--- src/rtl/alu_issue_unit.sv ---
// ---------------------------------------------------------------------------
// alu_issue_unit
//
// Sequencing front-end for the combinational ALU. Takes one operation per
// valid/ready handshake, decodes ALUOp/funct3/funct7[5] into the ALU's 4-bit
// control code, and holds registered operands and control steady toward the
// ALU. One cycle later it captures the ALU result and zero flag. It then
// presents them on a valid/ready response port until they are consumed.
//
// Optional feature macro: ALU_ISSUE_PERF_EN
//   When defined, adds the perf_ops/perf_illegal handshake counters and
//   their ports.
//
// Ports:
//   clk, rst_n              clock, asynchronous active-low reset
//   in_valid / in_ready     request handshake (ready only while idle)
//   alu_op, funct3,         operation fields to decode
//   funct7_b5
//   in_a, in_b              request operands
//   operand_a, operand_b    registered operands driven to the ALU
//   alu_control             registered ALU op code (1111 = illegal)
//   alu_result, alu_zero    combinational ALU outputs fed back in
//   out_valid / out_ready   response handshake
//   out_result, out_zero,   captured response fields
//   out_illegal
//   perf_ops, perf_illegal  handshake counters (ALU_ISSUE_PERF_EN only)
// ---------------------------------------------------------------------------
module alu_issue_unit #(
  parameter int WIDTH = 32
) (
  input  logic             clk,
  input  logic             rst_n,
  input  logic             in_valid,
  output logic             in_ready,
  input  logic [1:0]       alu_op,
  input  logic [2:0]       funct3,
  input  logic             funct7_b5,
  input  logic [WIDTH-1:0] in_a,
  input  logic [WIDTH-1:0] in_b,
  output logic [WIDTH-1:0] operand_a,
  output logic [WIDTH-1:0] operand_b,
  output logic [3:0]       alu_control,
  input  logic [WIDTH-1:0] alu_result,
  input  logic             alu_zero,
  output logic             out_valid,
  input  logic             out_ready,
  output logic [WIDTH-1:0] out_result,
  output logic             out_zero,
  output logic             out_illegal
`ifdef ALU_ISSUE_PERF_EN
  ,
  output logic [31:0]      perf_ops,
  output logic [31:0]      perf_illegal
`endif
);

  typedef enum logic [1:0] {
    IDLE  = 2'd0,
    ISSUE = 2'd1,
    RESP  = 2'd2
  } state_t;

  localparam logic [3:0] CODE_AND     = 4'b0000;
  localparam logic [3:0] CODE_OR      = 4'b0001;
  localparam logic [3:0] CODE_ADD     = 4'b0010;
  localparam logic [3:0] CODE_SUB     = 4'b0110;
  localparam logic [3:0] CODE_SLT     = 4'b0111;
  localparam logic [3:0] CODE_ILLEGAL = 4'b1111;

  state_t           state_q, state_d;
  logic [WIDTH-1:0] operand_a_q, operand_a_d;
  logic [WIDTH-1:0] operand_b_q, operand_b_d;
  logic [3:0]       alu_control_q, alu_control_d;
  logic             illegal_q, illegal_d;
  logic [WIDTH-1:0] out_result_q, out_result_d;
  logic             out_zero_q, out_zero_d;

  logic [3:0]       dec_code;
  logic             dec_illegal;
  logic             accept;
  logic             resp_done;

  // Decode. Load/store and branch ignore funct fields entirely; only R-type
  // uses funct7[5] to distinguish SUB from ADD. Unsupported funct3 values
  // map to the 1111 code so the ALU produces 0 and the response is flagged.
  always_comb begin
    dec_code    = CODE_ILLEGAL;
    dec_illegal = 1'b1;
    case (alu_op)
      2'b00: begin
        dec_code    = CODE_ADD;
        dec_illegal = 1'b0;
      end
      2'b01: begin
        dec_code    = CODE_SUB;
        dec_illegal = 1'b0;
      end
      default: begin
        dec_illegal = 1'b0;
        case (funct3)
          3'b000: dec_code = (alu_op == 2'b10 && funct7_b5) ? CODE_SUB : CODE_ADD;
          3'b111: dec_code = CODE_AND;
          3'b110: dec_code = CODE_OR;
          3'b010: dec_code = CODE_SLT;
          default: begin
            dec_code    = CODE_ILLEGAL;
            dec_illegal = 1'b1;
          end
        endcase
      end
    endcase
  end

  assign accept    = (state_q == IDLE) && in_valid;
  assign resp_done = (state_q == RESP) && out_ready;

  // Next-state logic. Operands and control only move on an accept, so the
  // ALU sees stable inputs through ISSUE and RESP; the result is sampled in
  // ISSUE and then held for the consumer.
  always_comb begin
    state_d       = state_q;
    operand_a_d   = operand_a_q;
    operand_b_d   = operand_b_q;
    alu_control_d = alu_control_q;
    illegal_d     = illegal_q;
    out_result_d  = out_result_q;
    out_zero_d    = out_zero_q;
    case (state_q)
      IDLE: begin
        if (in_valid) begin
          operand_a_d   = in_a;
          operand_b_d   = in_b;
          alu_control_d = dec_code;
          illegal_d     = dec_illegal;
          state_d       = ISSUE;
        end
      end
      ISSUE: begin
        out_result_d = alu_result;
        out_zero_d   = alu_zero;
        state_d      = RESP;
      end
      RESP: begin
        if (out_ready) begin
          state_d = IDLE;
        end
      end
      default: state_d = IDLE;
    endcase
  end

  always_ff @(posedge clk or negedge rst_n) begin
    if (!rst_n) begin
      state_q       <= IDLE;
      operand_a_q   <= '0;
      operand_b_q   <= '0;
      alu_control_q <= CODE_AND;
      illegal_q     <= 1'b0;
      out_result_q  <= '0;
      out_zero_q    <= 1'b0;
    end else begin
      state_q       <= state_d;
      operand_a_q   <= operand_a_d;
      operand_b_q   <= operand_b_d;
      alu_control_q <= alu_control_d;
      illegal_q     <= illegal_d;
      out_result_q  <= out_result_d;
      out_zero_q    <= out_zero_d;
    end
  end

  assign in_ready    = (state_q == IDLE);
  assign out_valid   = (state_q == RESP);
  assign operand_a   = operand_a_q;
  assign operand_b   = operand_b_q;
  assign alu_control = alu_control_q;
  assign out_result  = out_result_q;
  assign out_zero    = out_zero_q;
  assign out_illegal = illegal_q;

`ifdef ALU_ISSUE_PERF_EN
  logic [31:0] perf_ops_q, perf_ops_d;
  logic [31:0] perf_illegal_q, perf_illegal_d;

  // Counters advance on the response handshake, so a request discarded by
  // reset before delivery is never counted.
  always_comb begin
    perf_ops_d     = perf_ops_q;
    perf_illegal_d = perf_illegal_q;
    if (resp_done) begin
      perf_ops_d = perf_ops_q + 32'd1;
      if (illegal_q) begin
        perf_illegal_d = perf_illegal_q + 32'd1;
      end
    end
  end

  always_ff @(posedge clk or negedge rst_n) begin
    if (!rst_n) begin
      perf_ops_q     <= '0;
      perf_illegal_q <= '0;
    end else begin
      perf_ops_q     <= perf_ops_d;
      perf_illegal_q <= perf_illegal_d;
    end
  end

  assign perf_ops     = perf_ops_q;
  assign perf_illegal = perf_illegal_q;
`else
  logic unused_resp_done;
  logic unused_accept;
  assign unused_resp_done = resp_done;
  assign unused_accept    = accept;
`endif

endmodule

--- config.mk ---
export PLATFORM = sky130hd
export DESIGN_NAME = alu_issue_unit
export DESIGN_NICKNAME = d
export VERILOG_FILES = /design/src/rtl/alu_issue_unit.sv
export SDC_FILE = /design/constraint.sdc
export NUM_CORES = 1
export LEC_CHECK = 0
export ABC_CLOCK_PERIOD_IN_PS = 1650
export BUFFER_PORTS_ARGS = -buffer_cell sky130_fd_sc_hd__buf_2
export CORE_UTILIZATION = 40
export DETAILED_ROUTE_END_ITERATION = 10
export HOLD_SLACK_MARGIN = 0.1
export PLACE_DENSITY = 0.71
export SYNTH_ARGS = -nofsm -noshare
export SYNTH_HDL_FRONTEND = slang
export SYNTH_SLANG_ARGS = --single-unit
export TNS_END_PERCENT = 50
--- constraint.sdc ---
create_clock -name clk -period 1.65 [get_ports clk]
set_input_delay 0.0825 -clock clk [delete_from_list [all_inputs] [get_ports clk]]
set_output_delay 0.0825 -clock clk [all_outputs]
set_load 0.05 [all_outputs]
==> flow_summary.json, run 1 <==
{
  "seqPwrFrac_pct": 29.4,
  "syn_avg_cell_area_sq_um": 17.96,
  "placedCellCount": 576,
  "p_sw_mw": 7.782,
  "detailedPlacementHpwl_mm": 6.265,
  "cp.required_ps": 1910,
  "synth_top_area_share_pct": 61.06,
  "pwr-share-clk_pct": 10.6,
  "synth_area_leader_cell": "dfrtp_1",
  "antenna_left": 0,
  "htree_num_levels": 3,
  "clock-root-buffer": "clkbuf_8",
  "cts-buffers-inserted": 9,
  "power.total_mw": 15.33,
  "hold_path.class": "in -> async",
  "drc": 0,
  "wl_per_cell_um": 15.02,
  "grt_start_max_net_pins": 45,
  "postSynthCellCount": 235,
  "yosysMostFrequentCell": "dfrtp_1",
  "finalHoldViolCount": 0,
  "die-area_sq_um": 10970,
  "rows": 37,
  "clkTransAtPathRegs_ps": 100,
  "synth_nets": 342,
  "cts_tree": "done",
  "maxSlewViolCount": 0,
  "setup_ws_ps": 106.8,
  "synth_edf_count": 0,
  "worstPathMaxFanout": 44,
  "power_frac_comb_pct": 60.0,
  "min_period_over_period_pct": 93.53,
  "port_buffers": 210,
  "synthTopCellsByCount": "dfrtp_1 (103), mux2_4 (60), mux2_2 (36), buf_12 (6), buf_6 (5)",
  "synth_top_flop_cell": "dfrtp_1",
  "max_slew_margin_pct": 69.34,
  "synth-async-reset-ratio_pct": 100.0,
  "p_leak_nw": 3.286,
  "p_int_mw": 7.553,
  "die_y_um": 104.7,
  "cp-startpoint": "state_q[0]",
  "yosysWarningCount": 0,
  "tns_ps": 0,
  "grt_pass1_wl_mm": 16.68,
  "antenna_found_initial": 0,
  "routed_wl_mm": 10.47,
  "period_needed_ps": 1543,
  "clock-sinks": 103,
  "syn_area_sq_um": 4222,
  "die_x_um": 104.7,
  "crit_arrival_ps": 1800,
  "grt_usage_pct": 19.68,
  "grt_pass1_vias": 3365,
  "core_sq_um": 10280,
  "syn_to_final_growth_pct": 57.11,
  "fmax_mhz": 648.0,
  "synth-seq-cells": 103,
  "timing.rr.start": "state_q[0]",
  "drt_iter0_drc": 103,
  "yosysSeqAreaShare_pct": 61.06,
  "vias": 3146,
  "clock_path_buffers": 2,
  "first_pass_iters": 4,
  "run_status": "finished clean",
  "clock_skew_ps": 7.312,
  "place_ws_ps": 121.1,
  "cap_viol_max_count": 0,
  "fin_cells": 697,
  "nNetsFinal": 663,
  "power.density_nw_per_um2": 2312,
  "initial_core_util_pct": 41.08,
  "endpoint_kind": "flop",
  "ir_drop_uv": 1388,
  "avgViaCountPerCell": 4.514,
  "num_io_pins": 211,
  "crit_type": "reg -> reg",
  "cts_resized": 0,
  "post_cts_buffers": 0,
  "diodes": 0,
  "clk_latency_ps": 360,
  "setup_viol": 0,
  "synth.area.top_cells": "dfrtp_1 (61%), mux2_4 (21%), mux2_2 (9.6%)",
  "worstSetupStartpointType": "flop",
  "grt.overflow.total": 0,
  "synth_cell_types": 22,
  "layout-drive-gt1-share_pct": 58.82,
  "tightest_slew_ps": 459.9,
  "gp_congestion": 0.7350,
  "rsz0062_at_grt": "false",
  "swShare_pct": 50.75
}
state kept, by name (all words and copies together), names as in the netlist:
signal / flops
operand_a: 32
state_q: 2
alu_control: 4
out_zero: 1
operand_b: 32
out_result: 32
worst paths after layout:
path,to,slack (ps),depth (start not counted)
worst max-delay path,operand_a[11],110,3
max in group asynchronous,operand_b[24],870,3
worst max register to register,operand_a[11],110,3
min in group clk,alu_control[2],230,4
worst min-delay path,operand_a[12],190,2
worst min register to register,operand_a[8],500,1
power groups by stage:
| stage | Clock [mW] | Sequential [mW] | Combinational (mW) |
|---|---|---|---|
| 4_1_cts | 1.71 | 4.49 | 9.19 |
| 3_3_place_gp | 0 | 4.49 | 8.89 |
| 2_1_floorplan | 0 | 8.97 | 2.76 |
| 3_5_place_dp | 0 | 4.51 | 9.00 |
| 6_report | 1.63 | 4.50 | 9.20 |
| 5_1_grt | 1.80 | 4.66 | 9.51 |
cells in the final DEF (no fill, tap or decap), drive strengths merged, types with 2 or more instances in the layout:
| master | synthesis | routed |
|---|---|---|
| buf | 13 | 218 |
| clkbuf | 0 | 11 |
| clkinv | 0 | 2 |
| dfrtp | 103 | 103 |
| dlygate4sd3 | 0 | 105 |
| inv | 3 | 5 |
| mux2 | 97 | 97 |
| nand2b | 3 | 3 |
| nor2 | 3 | 3 |
| o21ai | 3 | 3 |
layout make-up:
class,instances,area (sq um)
multi-input cells,116,1440
inverters,3,11.26
fillers,751,3645
clock buffers,11,141.4
flip-flops and latches,103,2577
repair buffers,323,2227
well taps,136,170.2
clock inverters,5,65.06
repair_timing:
item                                   in CTS  in global routing
setup endpoints to repair                   0                  0
hold buffers                              105                  0
endpoints found under the hold margin     205                  0
critical path, stage by stage, from the launching register on:
cell and delay (ps):
dfrtp_1 430, nor3b_4 260, buf_12 330, mux2_2 370
logic make-up (layout without fill, tap and decap cells):
logic type | after synthesis | count (layout) | synth area share, %
DFF | 103 | 103 | 61.06
muxes | 97 | 97 | 31.21
buffers and inverters | 16 | 342 | 4.979
and+or+nand+nor | 12 | 12 | 1.660
AOI/OAI and AO/OA | 7 | 7 | 1.097
metrics by stage:
step | hold slack (ps) | area (sq um) | util, %
2_1_floorplan | -213.1 | 4222 | -
3_3_place_gp | 52.06 | 5375 | 52.30
3_5_place_dp | 63.08 | 5375 | 52.30
4_1_cts | 185.1 | 6633 | 64.54
5_1_grt | 212.9 | 6633 | 64.54
6_report | 193.3 | 6633 | 64.54
layer usage:
layer | GRT usage [%] | routed length (um) | up-vias
met5 | 0 | 0 | -
met2 | 33.02 | 5194 | 138
li1 | - | - | 1462
met1 | 23.29 | 4301 | 1521
met4 | 9.759 | 307 | 0
met3 | 5.365 | 665 | 25
Power figures use the tool's default switching activity.
==> inputs of run 2 (changes only) <==
ABC_AREA = 1   (was not set)
PLACE_DENSITY = 0.72   (was 0.71)
SLEW_MARGIN = 20   (was not set)
==> run 2 against run 1 <==
Worst setup slack lost 62 ps. Critical path depth did not move. Critical endpoint is now out_valid. Clock skew is essentially flat. Area after synthesis fell by 4.8%. Register-to-register slack improved by 90 ps. Fmax decreased by 3.9%. Sequential share of layout area up 1.2 points. Total power down 6.5%.
==> flow_summary.json, run 2 <==
{
  "yosysMostFrequentCell": "nand2_1",
  "synth_top_family_by_area": "simple AND/OR/NAND/NOR gates",
  "yosysWarningCount": 0,
  "initial_core_util_pct": 41.10,
  "min_period_over_period_pct": 97.27,
  "synth_top_area_share_pct": 64.15,
  "placedCellCount": 781,
  "synth_compound_area_share_pct": 0.3737,
  "vias": 4260,
  "avgViaCountPerCell": 4.723,
  "mostFrequentLayoutCells": "nand2_1 (272), buf_2 (208), dlygate4sd3_1 (106), dfrtp_1 (103), nand3_1 (37)",
  "stdcell_area_sq_um": 6435,
  "clk_latency_ps": 360,
  "clock_skew_ps": 6.837,
  "synth_edf_count": 0,
  "grt_pass1_wl_mm": 18.95,
  "max_slew_margin_pct": 53.91,
  "grt.overflow.total": 0,
  "synthTopCellsByCount": "nand2_1 (272), dfrtp_1 (103), nand3_1 (37), clkbuf_1 (10), buf_2 (8)",
  "diodes": 0,
  "period_needed_ps": 1605,
  "synth_nets": 563,
  "cts_tree": "done",
  "die-area_sq_um": 10450,
  "worstPathMaxFanout": 35,
  "synth_fa_ha_area_share_pct": 0,
  "tightest_slew_ps": 691.3,
  "clkTransAtPathRegs_ps": 90,
  "wl_per_cell_um": 14.08,
  "core_sq_um": 9774,
  "synth-async-reset-ratio_pct": 100.0,
  "rows": 36,
  "nNetsFinal": 872,
  "grt_usage_pct": 23.64,
  "hold_path.class": "in -> reg",
  "endpoint_kind": "primary output",
  "cpPeakStageDelay_ps": 420,
  "gp_congestion": 0.7324,
  "synth_top_flop_cell": "dfrtp_1",
  "antenna_found_initial": 0,
  "setup_viol": 0,
  "worstSetupStartpointType": "flop",
  "routed_wl_mm": 12.70,
  "drt_iter0_drc": 103,
  "finalHoldViolCount": 0,
  "synth.area.top_cells": "dfrtp_1 (64%), nand2_1 (25%), nand3_1 (4.6%)",
  "clock-sinks": 103,
  "crit_top_cell": "buf_4",
  "htree_num_levels": 3,
  "postSynthCellCount": 456,
  "fmax_mhz": 623.1,
  "ir_drop_uv": 1455,
  "rsz0062_at_grt": "false",
  "grt_pass1_vias": 4202,
  "die_x_um": 102.2,
  "worstPathCellList": "buf_4 > nor2_1 > buf_4",
  "syn_area_sq_um": 4018,
  "crit_arrival_ps": 1520,
  "syn_to_final_growth_pct": 60.17,
  "place_area_sq_um": 5174,
  "cp.required_ps": 1570,
  "drc": 0,
  "synth_cell_types": 17,
  "power.density_nw_per_um2": 2227,
  "first_pass_iters": 4,
  "detailedPlacementHpwl_mm": 7.061,
  "final_common_cell": "nand2_1",
  "grt_start_max_net_pins": 104,
  "synth-seq-cells": 103,
  "cp_slowest_cell": "dfrtp_1",
  "fin_cells": 902,
  "p_leak_nw": 3.670,
  "yosysSeqAreaShare_pct": 64.15,
  "run_status": "finished clean",
  "synthMuxAreaShare_pct": 0,
  "place_ws_ps": 207.7,
  "synth_simple_gate_area_share_pct": 31.17,
  "clock_path_buffers": 2,
  "synth_area_leader_cell": "dfrtp_1",
  "synth_xor_area_share_pct": 0,
  "post_cts_buffers": 0,
  "setup_ws_ps": 45.01,
  "antenna_left": 0,
  "cap_viol_max_count": 0,
  "maxSlewViolCount": 0,
  "holdWs_ps": 120.0,
  "cts-buffers-inserted": 9,
  "tns_ps": 0,
  "syn_avg_cell_area_sq_um": 8.811,
  "num_io_pins": 211,
  "crit_type": "reg -> out",
  "clock-root-buffer": "clkbuf_8",
  "port_buffers": 210,
  "layout-drive-gt1-share_pct": 30.56,
  "die_y_um": 102.2
}
run 2: cell types whose count changed after synthesis, sizes merged, moves of 3 or more:
cell    change
nand2     +272
mux2       -97
nand3      +36
clkbuf     +10
inv         +4
nand2b      -3
nor2        +3
run 2: critical path: cells and delay by family, from the launching register on:
family / cells / cell delay (ps)
DFF: 1 / 420
and+or+nand+nor: 1 / 240
buffers and inverters: 2 / 510
run 2: layout make-up:
cell class / instances / area [sq um]
fill: 715 / 3339
clock buffer: 12 / 155.1
inverter: 8 / 31.28
multi-input combinational: 320 / 1267
timing repair buffer: 323 / 2195
tap: 133 / 166.4
clock inverter: 3 / 42.54
sequential: 103 / 2577
run 2: worst paths after layout:
path / from / to / slack [ps] / cells past startpoint
hold reg to reg: out_result[7] / out_result[7] / 470 / 2
min in group asynchronous: rst_n / out_result[14] / 320 / 3
setup reg to reg: state_q[1] / operand_a[28] / 200 / 5
setup / recovery: state_q[0] / out_valid / 50 / 3
max in group asynchronous: rst_n / out_result[25] / 880 / 3
hold / removal: funct3[2] / alu_control[0] / 120 / 5
run 2: kinds of logic after synthesis:
logic type / after synthesis
and+or+nand+nor: 317
DFF: 103
AOI/OAI and AO/OA: 3
buffers and inverters: 33
run 2: where the power goes:
part	switching (mW)	total (mW)	internal (mW)
clock	0.801	1.58	0.775
combinational	6.50	8.31	1.82
sequential	0.710	4.44	3.73
run 2: stage by stage:
step / power (mW) / utilization [%]
5_1_grt: 15.10 / 65.83
3_5_place_dp: 12.47 / 52.93
3_3_place_gp: 12.32 / 52.93
6_report: 14.33 / 65.83
4_1_cts: 14.27 / 65.83
2_1_floorplan: 10.50 / -
run 2: what timing repair did:
action	CTS	global route
endpoints found under the hold margin	204	0
hold buffers	106	0
gates resized for setup	1	0
endpoints found under the setup margin	1	0
run 2: layer usage:
layer	GRT usage [%]	part of all wire, %
met1	26.84	39
met3	5.814	8.1
met2	40.68	49
met5	0	0
met4	13.52	3.1
==> inputs of run 3 (changes only) <==
SETUP_SLACK_MARGIN = 0.05   (was not set)
SLEW_MARGIN = not set   (was 20)
==> run 3 against run 2 <==
Cell count stayed put. Worst setup slack better by 40 ps. Cell area hardly changed. Fmax is 2.6% higher. Clock power hardly changed. Non-clock buffer count stayed put. Clock-buffer cell count stayed put. Highest routed layer unchanged.
==> flow_summary.json, run 3 (synthesized netlist as in run 2, its figures left out) <==
{
  "run_status": "finished clean",
  "crit_arrival_ps": 1480,
  "crit_type": "reg -> out",
  "hp-start": "funct3[2]",
  "cts-buffers-inserted": 9,
  "post_cts_buffers": 0,
  "vias": 4235,
  "p_leak_nw": 3.670,
  "critical-path-top-delay-family": "buffers and inverters",
  "antenna_left": 0,
  "rows": 36,
  "fillers": 710,
  "max_slew_margin_pct": 54.44,
  "grt.overflow.total": 0,
  "setup_viol": 0,
  "drt_iter0_drc": 123,
  "final_common_cell": "nand2_1",
  "cap_viol_max_count": 0,
  "die_y_um": 102.2,
  "clk_latency_ps": 360,
  "tightest_slew_ps": 683.4,
  "worstSetupStartpointType": "flop",
  "grt_pass1_vias": 4182,
  "clock_skew_ps": 7.336,
  "detailedPlacementHpwl_mm": 7.061,
  "nNetsFinal": 872,
  "ir_drop_uv": 1458,
  "timing.rr.start": "state_q[1]",
  "clock-sinks": 103,
  "routed_wl_mm": 12.79,
  "min_period_over_period_pct": 94.84,
  "port_buffers": 210,
  "crit_top_cell": "buf_4",
  "clock_path_buffers": 2,
  "gp_congestion": 0.7324,
  "grt_start_max_net_pins": 104,
  "layout-drive-gt1-share_pct": 30.69,
  "finalHoldViolCount": 0,
  "htree_num_levels": 3,
  "tns_ps": 0,
  "rsz0062_at_grt": "false",
  "first_pass_iters": 5,
  "drc": 0,
  "clock-root-buffer": "clkbuf_8",
  "mostFrequentLayoutCells": "nand2_1 (272), buf_2 (208), dlygate4sd3_1 (106), dfrtp_1 (103), nand3_1 (37)",
  "worstPathCellList": "buf_4 > nor2_2 > buf_4",
  "endpoint_kind": "primary output",
  "worstPathMaxFanout": 35,
  "initial_core_util_pct": 41.10,
  "grt_pass1_wl_mm": 19.05,
  "grt_usage_pct": 23.76,
  "cts_tree": "done",
  "diodes": 0,
  "place_area_sq_um": 5174,
  "power.density_nw_per_um2": 2228,
  "period_needed_ps": 1565,
  "cp-startpoint": "state_q[0]",
  "crit_buf_inv": 2,
  "hold_path.class": "in -> reg",
  "syn_to_final_growth_pct": 60.23,
  "die-area_sq_um": 10450,
  "cpPeakStageDelay_ps": 420,
  "avgViaCountPerCell": 4.695,
  "maxSlewViolCount": 0,
  "cp.required_ps": 1570,
  "core_sq_um": 9774,
  "clkTransAtPathRegs_ps": 90,
  "die_x_um": 102.2,
  "wl_per_cell_um": 14.17,
  "cp_slowest_cell": "dfrtp_1",
  "num_io_pins": 211,
  "stdcell_area_sq_um": 6437,
  "antenna_found_initial": 0,
  "fmax_mhz": 639.0
}
[run 3: changes by cell type in the layout (fill, tap and decap cells not counted)]
cell	previous run	this run
nor2_2	0	1
nor2_1	5	4
[run 3: repair_timing]
item | 4_1_cts | 5_1_grt
hold buffers | 106 | 0
resized for setup | 2 | 0
endpoints found under the setup margin | 1 | 0
endpoints found under the hold margin | 204 | 0
[run 3: final timing paths]
path                                  end  slack (ps)  cells past startpoint
setup / recovery                out_valid          90                      3
max in group asynchronous   operand_a[31]         910                      3
min in group asynchronous  out_result[12]         340                      3
setup reg to reg            operand_a[28]         210                      5
hold / removal             alu_control[0]         120                      5
hold reg to reg             out_result[7]         470                      2
[run 3: layout make-up]
cell class / instances / area, sq um / share of cell area, %
Clock buffer: 12 / 155.1 / 2.410
Clock inverter: 3 / 42.54 / 0.6608
Inverter: 8 / 31.28 / 0.4859
Multi-Input combinational cell: 320 / 1270 / 19.73
Sequential cell: 103 / 2577 / 40.04
Tap cell: 133 / 166.4 / 2.585
Timing Repair Buffer: 323 / 2195 / 34.09
[run 3: layer usage]
layer / global-route usage (%) / vias up / wire length (um)
li1: - / 2004 / -
met1: 27.24 / 1972 / 5059
met2: 40.73 / 225 / 6276
met3: 5.814 / 34 / 1050
met4: 13.30 / 0 / 399
met5: 0 / - / 0
[run 3: worst min-delay path: cells and delay by family]
family | cells | cell delay, ps
AND/OR/NAND/NOR | 4 | 250
buffers and inverters | 1 | 110
[run 3: per-stage QoR]
step | utilization [%] | std cells | power, mW | hold slack (ps) | worst slack (ps)
3_3_place_gp | 52.93 | 781 | 12.32 | 187.6 | 262.0
2_1_floorplan | - | 456 | 10.50 | -213.1 | 183.5
5_1_grt | 65.86 | 902 | 15.12 | 141.5 | 58.18
6_report | 65.86 | 902 | 14.34 | 120.6 | 85.08
3_5_place_dp | 52.93 | 781 | 12.47 | 190.6 | 207.7
4_1_cts | 65.86 | 902 | 14.28 | 105.1 | 95.79
[run 3: where the power goes]
group | internal (mW) | switching (mW) | leakage, nW | total [mW]
clock | 0.775 | 0.804 | 0.0985 | 1.58
combinational | 1.82 | 6.51 | 2.30 | 8.32
sequential | 3.73 | 0.709 | 1.27 | 4.44
